==> config.mk <==
export PLATFORM = sky130hd
export DESIGN_NAME = dma_controller
export DESIGN_NICKNAME = d
export VERILOG_FILES = /design/src/rtl/gb_pkg.sv /design/src/rtl/dma_controller.sv
export SDC_FILE = /design/constraint.sdc
export NUM_CORES = 1
export LEC_CHECK = 0
export BUFFER_PORTS_ARGS = -buffer_cell sky130_fd_sc_hd__clkbuf_2
export CAP_MARGIN = 20
export CORE_UTILIZATION = 42
export DETAILED_ROUTE_END_ITERATION = 10
export GPL_TIMING_DRIVEN = 1
export PLACE_DENSITY = 0.75
export SKIP_LAST_GASP = 1
export SLEW_MARGIN = 5
export SYNTH_ARGS = -nofsm -noshare
export SYNTH_HDL_FRONTEND = slang
export SYNTH_SLANG_ARGS = --single-unit
==> constraint.sdc <==
create_clock -name clock -period 1.8 [get_ports clock]
set_input_delay 0.36 -clock clock [delete_from_list [all_inputs] [get_ports clock]]
set_output_delay 0.36 -clock clock [all_outputs]
set_load 0.01 [all_outputs]
==> src/rtl/gb_pkg.sv <==
// Shared Game Boy definitions.
//   DMA_REG_ADDR : CPU address of the OAM DMA source register
//   OAM_BASE     : first OAM byte, destination of every DMA transfer
//   DMA_LEN      : bytes copied per transfer
//   dma_state_t  : OAM DMA sequencer states
package gb_pkg;

    localparam logic [15:0] DMA_REG_ADDR = 16'hFF46;
    localparam logic [15:0] OAM_BASE     = 16'hFE00;
    localparam int          DMA_LEN      = 160;

    typedef enum logic [1:0] {
        IDLE  = 2'd0,
        START = 2'd1,
        READ  = 2'd2,
        WRITE = 2'd3
    } dma_state_t;

endpackage

==> src/rtl/dma_controller.sv <==
// OAM DMA controller. A CPU write to the source register copies LEN bytes
// from {src_hi, 8'h00} upward into OAM, one READ and one WRITE bus cycle per
// byte, after a single START cycle.
// Ports:
//   clock, reset         : system clock, async active-high reset
//   cs, A, Di, Do,
//   rd_n, wr_n           : CPU register access (Do is the source high byte)
//   A_dma, Di_dma,
//   Do_dma, rd_dma_n,
//   wr_dma_n             : bus-master side used while transferring
//   busy                 : transfer in progress (bus granted to DMA)
module dma_controller
    import gb_pkg::*;
#(
    parameter int LEN = DMA_LEN
) (
    input  logic        clock,
    input  logic        reset,
    input  logic        cs,
    input  logic [15:0] A,
    input  logic [7:0]  Di,
    output logic [7:0]  Do,
    input  logic        rd_n,
    input  logic        wr_n,
    output logic [15:0] A_dma,
    input  logic [7:0]  Di_dma,
    output logic [7:0]  Do_dma,
    output logic        rd_dma_n,
    output logic        wr_dma_n,
    output logic        busy
);

    localparam logic [8:0] LEN_W = 9'(LEN);

    dma_state_t state_q, state_d;
    logic [7:0] src_q, src_d;
    logic [7:0] idx_q, idx_d;
    logic [7:0] buf_q, buf_d;

    logic       reg_wr;
    logic [8:0] idx_inc;

    assign reg_wr  = cs && !wr_n && (A == DMA_REG_ADDR);
    // One bit wider so the end-of-transfer compare cannot wrap.
    assign idx_inc = {1'b0, idx_q} + 9'd1;

    // State register
    always_ff @(posedge clock or posedge reset) begin
        if (reset) begin
            state_q <= IDLE;
            src_q   <= 8'h00;
            idx_q   <= 8'h00;
            buf_q   <= 8'h00;
        end else begin
            state_q <= state_d;
            src_q   <= src_d;
            idx_q   <= idx_d;
            buf_q   <= buf_d;
        end
    end

    // Next state
    always_comb begin
        state_d = state_q;
        src_d   = src_q;
        idx_d   = idx_q;
        buf_d   = buf_q;
        case (state_q)
            START: state_d = READ;
            READ: begin
                buf_d   = Di_dma;
                state_d = WRITE;
            end
            WRITE: begin
                idx_d   = idx_inc[7:0];
                state_d = (idx_inc < LEN_W) ? READ : IDLE;
            end
            default: ;
        endcase
        // A register write always (re)starts from byte 0, overriding any
        // transfer in flight, including its final WRITE cycle.
        if (reg_wr) begin
            src_d   = Di;
            idx_d   = 8'h00;
            state_d = START;
        end
    end

    // Outputs (decoded from state only, so reset quiets the bus at once)
    always_comb begin
        A_dma    = 16'h0000;
        Do_dma   = 8'h00;
        rd_dma_n = 1'b1;
        wr_dma_n = 1'b1;
        case (state_q)
            READ: begin
                A_dma    = {src_q, idx_q};
                rd_dma_n = 1'b0;
            end
            WRITE: begin
                A_dma    = OAM_BASE + {8'h00, idx_q};
                Do_dma   = buf_q;
                wr_dma_n = 1'b0;
            end
            default: ;
        endcase
    end

    assign busy = (state_q != IDLE);
    assign Do   = (cs && !rd_n) ? src_q : 8'h00;

endmodule

Word level (Yosys, flattened, before mapping)
Index checks and enable logic that the tools add are counted.

Reduce and logical (&&, ||, !) cells: 8. Muxes and demuxes: 10. $add $sub $neg: 2. Magnitude comparators: 1. Eq/ne operators: 4.

Operators by type and width (number): $mux W8 (4); $pmux W16 S2 (1); $eq A16 B16 Y1 const B (1); $add A10 B9 Y11 const A (1); $add A8 B1 Y9 const B (1); $lt A9 B8 Y1 const B (1); $pmux W2 S3 (1); $eq A2 B2 Y1 const B (2); $mux W2 (2); $reduce_bool A2 Y1 (2); $reduce_bool A4 Y1 (1); $logic_and A1 B1 Y1 (3); $eq A2 B1 Y1 const B (1); $logic_not A1 Y1 (2); $mux W1 (2).

Word-level logic and storage cells: 29. Register bits: 26. Input bits: 37. Output and inout port bits: 35.

Longest topological paths before layout
Word-level depth: 5. Depth in mapped cells: 7. Depth with buffers taken out: 5.

Worst setup path before layout
No wires, ideal clock.

Path kind: input port to flip-flop. Start: input A[0]. End: register src_q[0]. Data required time: 1675 ps. Path slack: 48 ps. Stages: 4. Path buffers: 0. Library setup time: 125 ps. Arrival: 1627 ps. Path through: nor4b_2 > nand3b_1 > nor4_4 > mux2_2.

Cells in the longest elaborated chain, start to end: 2.

Ends and longest elaborated chain: start, declared (RTL line dma_controller.sv:20) `input logic [15:0] A,`; $eq A16 B16 Y1 (RTL line dma_controller.sv:43) `assign reg_wr = cs && !wr_n && (A == DMA_REG_ADDR);`; $logic_and A1 B1 Y1 (RTL line dma_controller.sv:43); end signal, assigned (RTL line dma_controller.sv:56) `src_q <= src_d;`; end, declared (RTL line dma_controller.sv:36) `logic [7:0] src_q, src_d;`.

Every way passes these cells. A chain may end at the register's enable or synchronous reset.

Worst setup path after layout
Start: register state_q[1]. End: output wr_dma_n.

Cells in the longest elaborated chain, start to end: 2.

Ends and longest elaborated chain: start, declared (RTL line dma_controller.sv:35) `dma_state_t state_q, state_d;`; start signal, assigned (RTL line dma_controller.sv:55) `state_q <= state_d;`; $eq A2 B2 Y1 (RTL line dma_controller.sv:95) `case (state_q)`; $mux W1 (RTL line dma_controller.sv:95); end, declared (RTL line dma_controller.sv:29) `output logic wr_dma_n,`.

Every way passes these cells.

==> summary.txt <==
Logic synthesis
  – Synthesized cell area: around 1400 µm²
  – Post-synth EDFFs: 0
  – Synth area leaders: dfrtp_1 (46%), mux2_2 (14%), and2_1 (7.9%)
  – Top-area cell type share of the netlist area: 0.459
  – Async SR Flop Fraction: 1.00
  – Yosys warning count: 0
  – Yosys top cell by area: dfrtp_1
  – #FFs+latches synth: 26
  – Post-synthesis cell count: between 100 and 150
  – Commonest register cell after synthesis: dfrtp_1
  – Avg Cell Area, Syn: 10.7 µm²
  – Synth cell types: 28
  – Syn Nets: between 150 and 200
  – Post-synthesis sequential area ratio: 0.459

Timing
  – Worst Tran Pin Value: roughly 440 ps
  – Fmax: 567 MHz
  – Setup violations, final: 0
  – Max-slew violations: 0
  – Clock Skews: approximately 11 ps
  – Rel. slew slack: 0.703
  – Final worst-path cycle share: 0.979
  – RSZ-0062 raised after global routing: true
  – Final Hold Vio Count: 0
  – Sum of negative setup slack: 0 ps
  – Final Critical Period: approximately 1800 ps
  – Final worst slack: 37.3 ps

Route
  – Routed len/inst: 13.2 µm
  – Vias after detailed routing: between 1000 and 1500
  – Initial DRC count: 44
  – Routed Antenna Nets: 0
  – First-pass DRT Iterations: 4
  – Avg Vias per Cell: between 4 and 5
  – Final wirelength: ~3400 µm
  – Remaining DRCs: 0

Final layout
  – Antenna diode instance count: 0
  – Final Cell Area: roughly 2000 µm²
  – Area Growth Syn to Fin: 40.2%
  – Non-Filler Instances: 261
  – Layout cell share with drive strength beyond 1: 0.535
  – Nets: roughly 260

Floorplan
  – Chip Width: 60.1 µm
  – CORE AREA: 3130 µm²
  – Die footprint: between 3000 and 4000 µm²
  – Die H: between 60 and 70 µm
  – Initial core utilization: 0.453
  – Num rows: 20
  – I/O pin total: 72

Placed design
  – Dpl cell area: approximately 1900 µm²
  – GPL Wtd Cong: around 0.9
  – Hpwl dp: 2640 µm
  – Place WS: -56.8 ps
  – I/O Buffers: 71
  – Inst Count DP: roughly 250

Worst setup path
  – Maximum fanout along the worst path: 5
  – Worst Path Required: around 1400 ps
  – Arr. time, crit path: between 1000 and 1500 ps
  – Worst r2r path cells: 4
  – Startpoint Class: register
  – Crit path capture type: primary output
  – Crit Path Class: reg2out

Clock network
  – CTS buffer count: 3
  – Hold_buf cts: 0
  – CTS HTree Levels: 1
  – Clk pin slew, worst setup/hold paths: around 150 ps
  – CTS tree: built
  – Skew-Pair Late Insertion Delay: 320 ps
  – Clk buf depth: 2
  – Clock root buffer: clkbuf_4
  – Clock sink count: 26

Pwr
  – Peak VDD IR: roughly 660 µV
  – Total power: 0.00295 W
  – Pwr dens: about 1500 nW/µm²
  – Leak Pwr: about 1.0 nW

GRT
  – GRT Total Usage: 0.202
  – Global-route wire length before repair: 5370 µm
  – Total congestion overflow: 0
  – Number of global-route vias before repair: ~1200
  – Largest net degree at the start of global routing: 27
  – Initial antenna violation count: 0

Hold path
  – Hold Path Class: in2async

Flow run
  – Max-Cap Viols: 0

Outcome
  – Outcome: finished, final reports clean
==> logic make-up (layout without fill, tap and decap cells) <==
group           count (synthesis)  count (layout)  share of synthesized area
simple gates                   59              59                      0.261
flops                          26              26                      0.459
mux                            17              17                      0.135
buf+inv                        13              97                     0.0406
compound gates                 10              10                     0.0521
xor+xnor                        7               7                     0.0432
fa+ha+maj                       1               1                    0.00882
==> sequential cells by signal (all words and copies together), names as in the netlist <==
register and count:
buf_q 8, idx_q 8, src_q 8, state_q 2
==> synth_stat cells, drive strengths merged, types with 2 or more instances <==
| cell type | number |
|---|---|
| nand2 | 4 |
| clkbuf | 7 |
| o21a | 7 |
| mux2 | 17 |
| nor2 | 8 |
| or2 | 2 |
| and3 | 9 |
| inv | 4 |
| buf | 2 |
| nand4 | 6 |
| nand3 | 2 |
| xor2 | 4 |
| xnor2 | 3 |
| nor2b | 2 |
| and2 | 18 |
| nor3 | 2 |
| dfrtp | 26 |
==> power by group <==
| group | leakage [nW] | total [W] | internal [W] | switching, W |
|---|---|---|---|---|
| logic | 0.696 | 0.00156 | 0.000831 | 0.000728 |
| clock network | 0.0279 | 0.000402 | 0.000225 | 0.000177 |
| registers | 0.315 | 0.000990 | 0.000790 | 0.000201 |
| total | 1.04 | 0.00295 | 0.00185 | 0.00111 |
==> worst max-delay path: stages, from the launching register on <==
cell,delay (ps)
dfrtp_2,480
buf_4,160
and2_1,200
inv_1,110
clkbuf_2,140
==> metal layers <==
layer | global-route usage | wire length (µm)
met5 | 0 | 0
met2 | 0.376 | 1880
met4 | 0.0664 | 57
met3 | 0.0281 | 111
met1 | 0.234 | 1400
==> placed cells by master, fill, tap and decap left out, drive strengths merged, types with 3 or more instances in the layout <==
master / n
o21a: 7
inv: 4
nand2: 4
xor2: 4
and2: 18
nand4: 6
nor2: 8
buf: 18
dfrtp: 26
xnor2: 3
clkbuf: 74
mux2: 17
and3: 9
==> path summary, 6_finish.rpt <==
kind | from | to | slack, ps
worst max-delay path | state_q[1]$_DFFE_PP0P_ | wr_dma_n | 40
worst min-delay path | reset | buf_q[5]$_DFFE_PP0P_ | 40
worst max register to register | idx_q[1]$_DFFE_PP0P_ | state_q[1]$_DFFE_PP0P_ | 160
worst min register to register | buf_q[4]$_DFFE_PP0P_ | buf_q[4]$_DFFE_PP0P_ | 520
max in group asynchronous | reset | state_q[0]$_DFFE_PP0P_ | 1490
min in group clock | Di_dma[0] | buf_q[0]$_DFFE_PP0P_ | 260
==> cell type report <==
class / instances / area [µm²]
clock buffer: 3 / 22.5
clock inverter: 1 / 30.0
sequential: 26 / 653
timing repair buffer: 89 / 503
fill: 267 / 1140
multi-input combinational: 94 / 709
inverter: 4 / 15.0
tap: 44 / 55.1
==> repair_timing <==
| item | in CTS | in global routing |
|---|---|---|
| setup endpoints to repair | 1 | 1 |
| setup buffers | 0 | 8 |
| gates resized for setup | 2 | 0 |
| pin swaps | 0 | 0 |
| hold endpoints to repair | 0 | 0 |
==> metrics by stage <==
stage                     hold WS (ps)   util
after floorplan                    400      -
after global placement             405  0.599
after detailed placement           420  0.599
after CTS                         46.9  0.616
after global routing              48.3  0.636
final                             42.4  0.636
(Power assumes the default switching activity.)
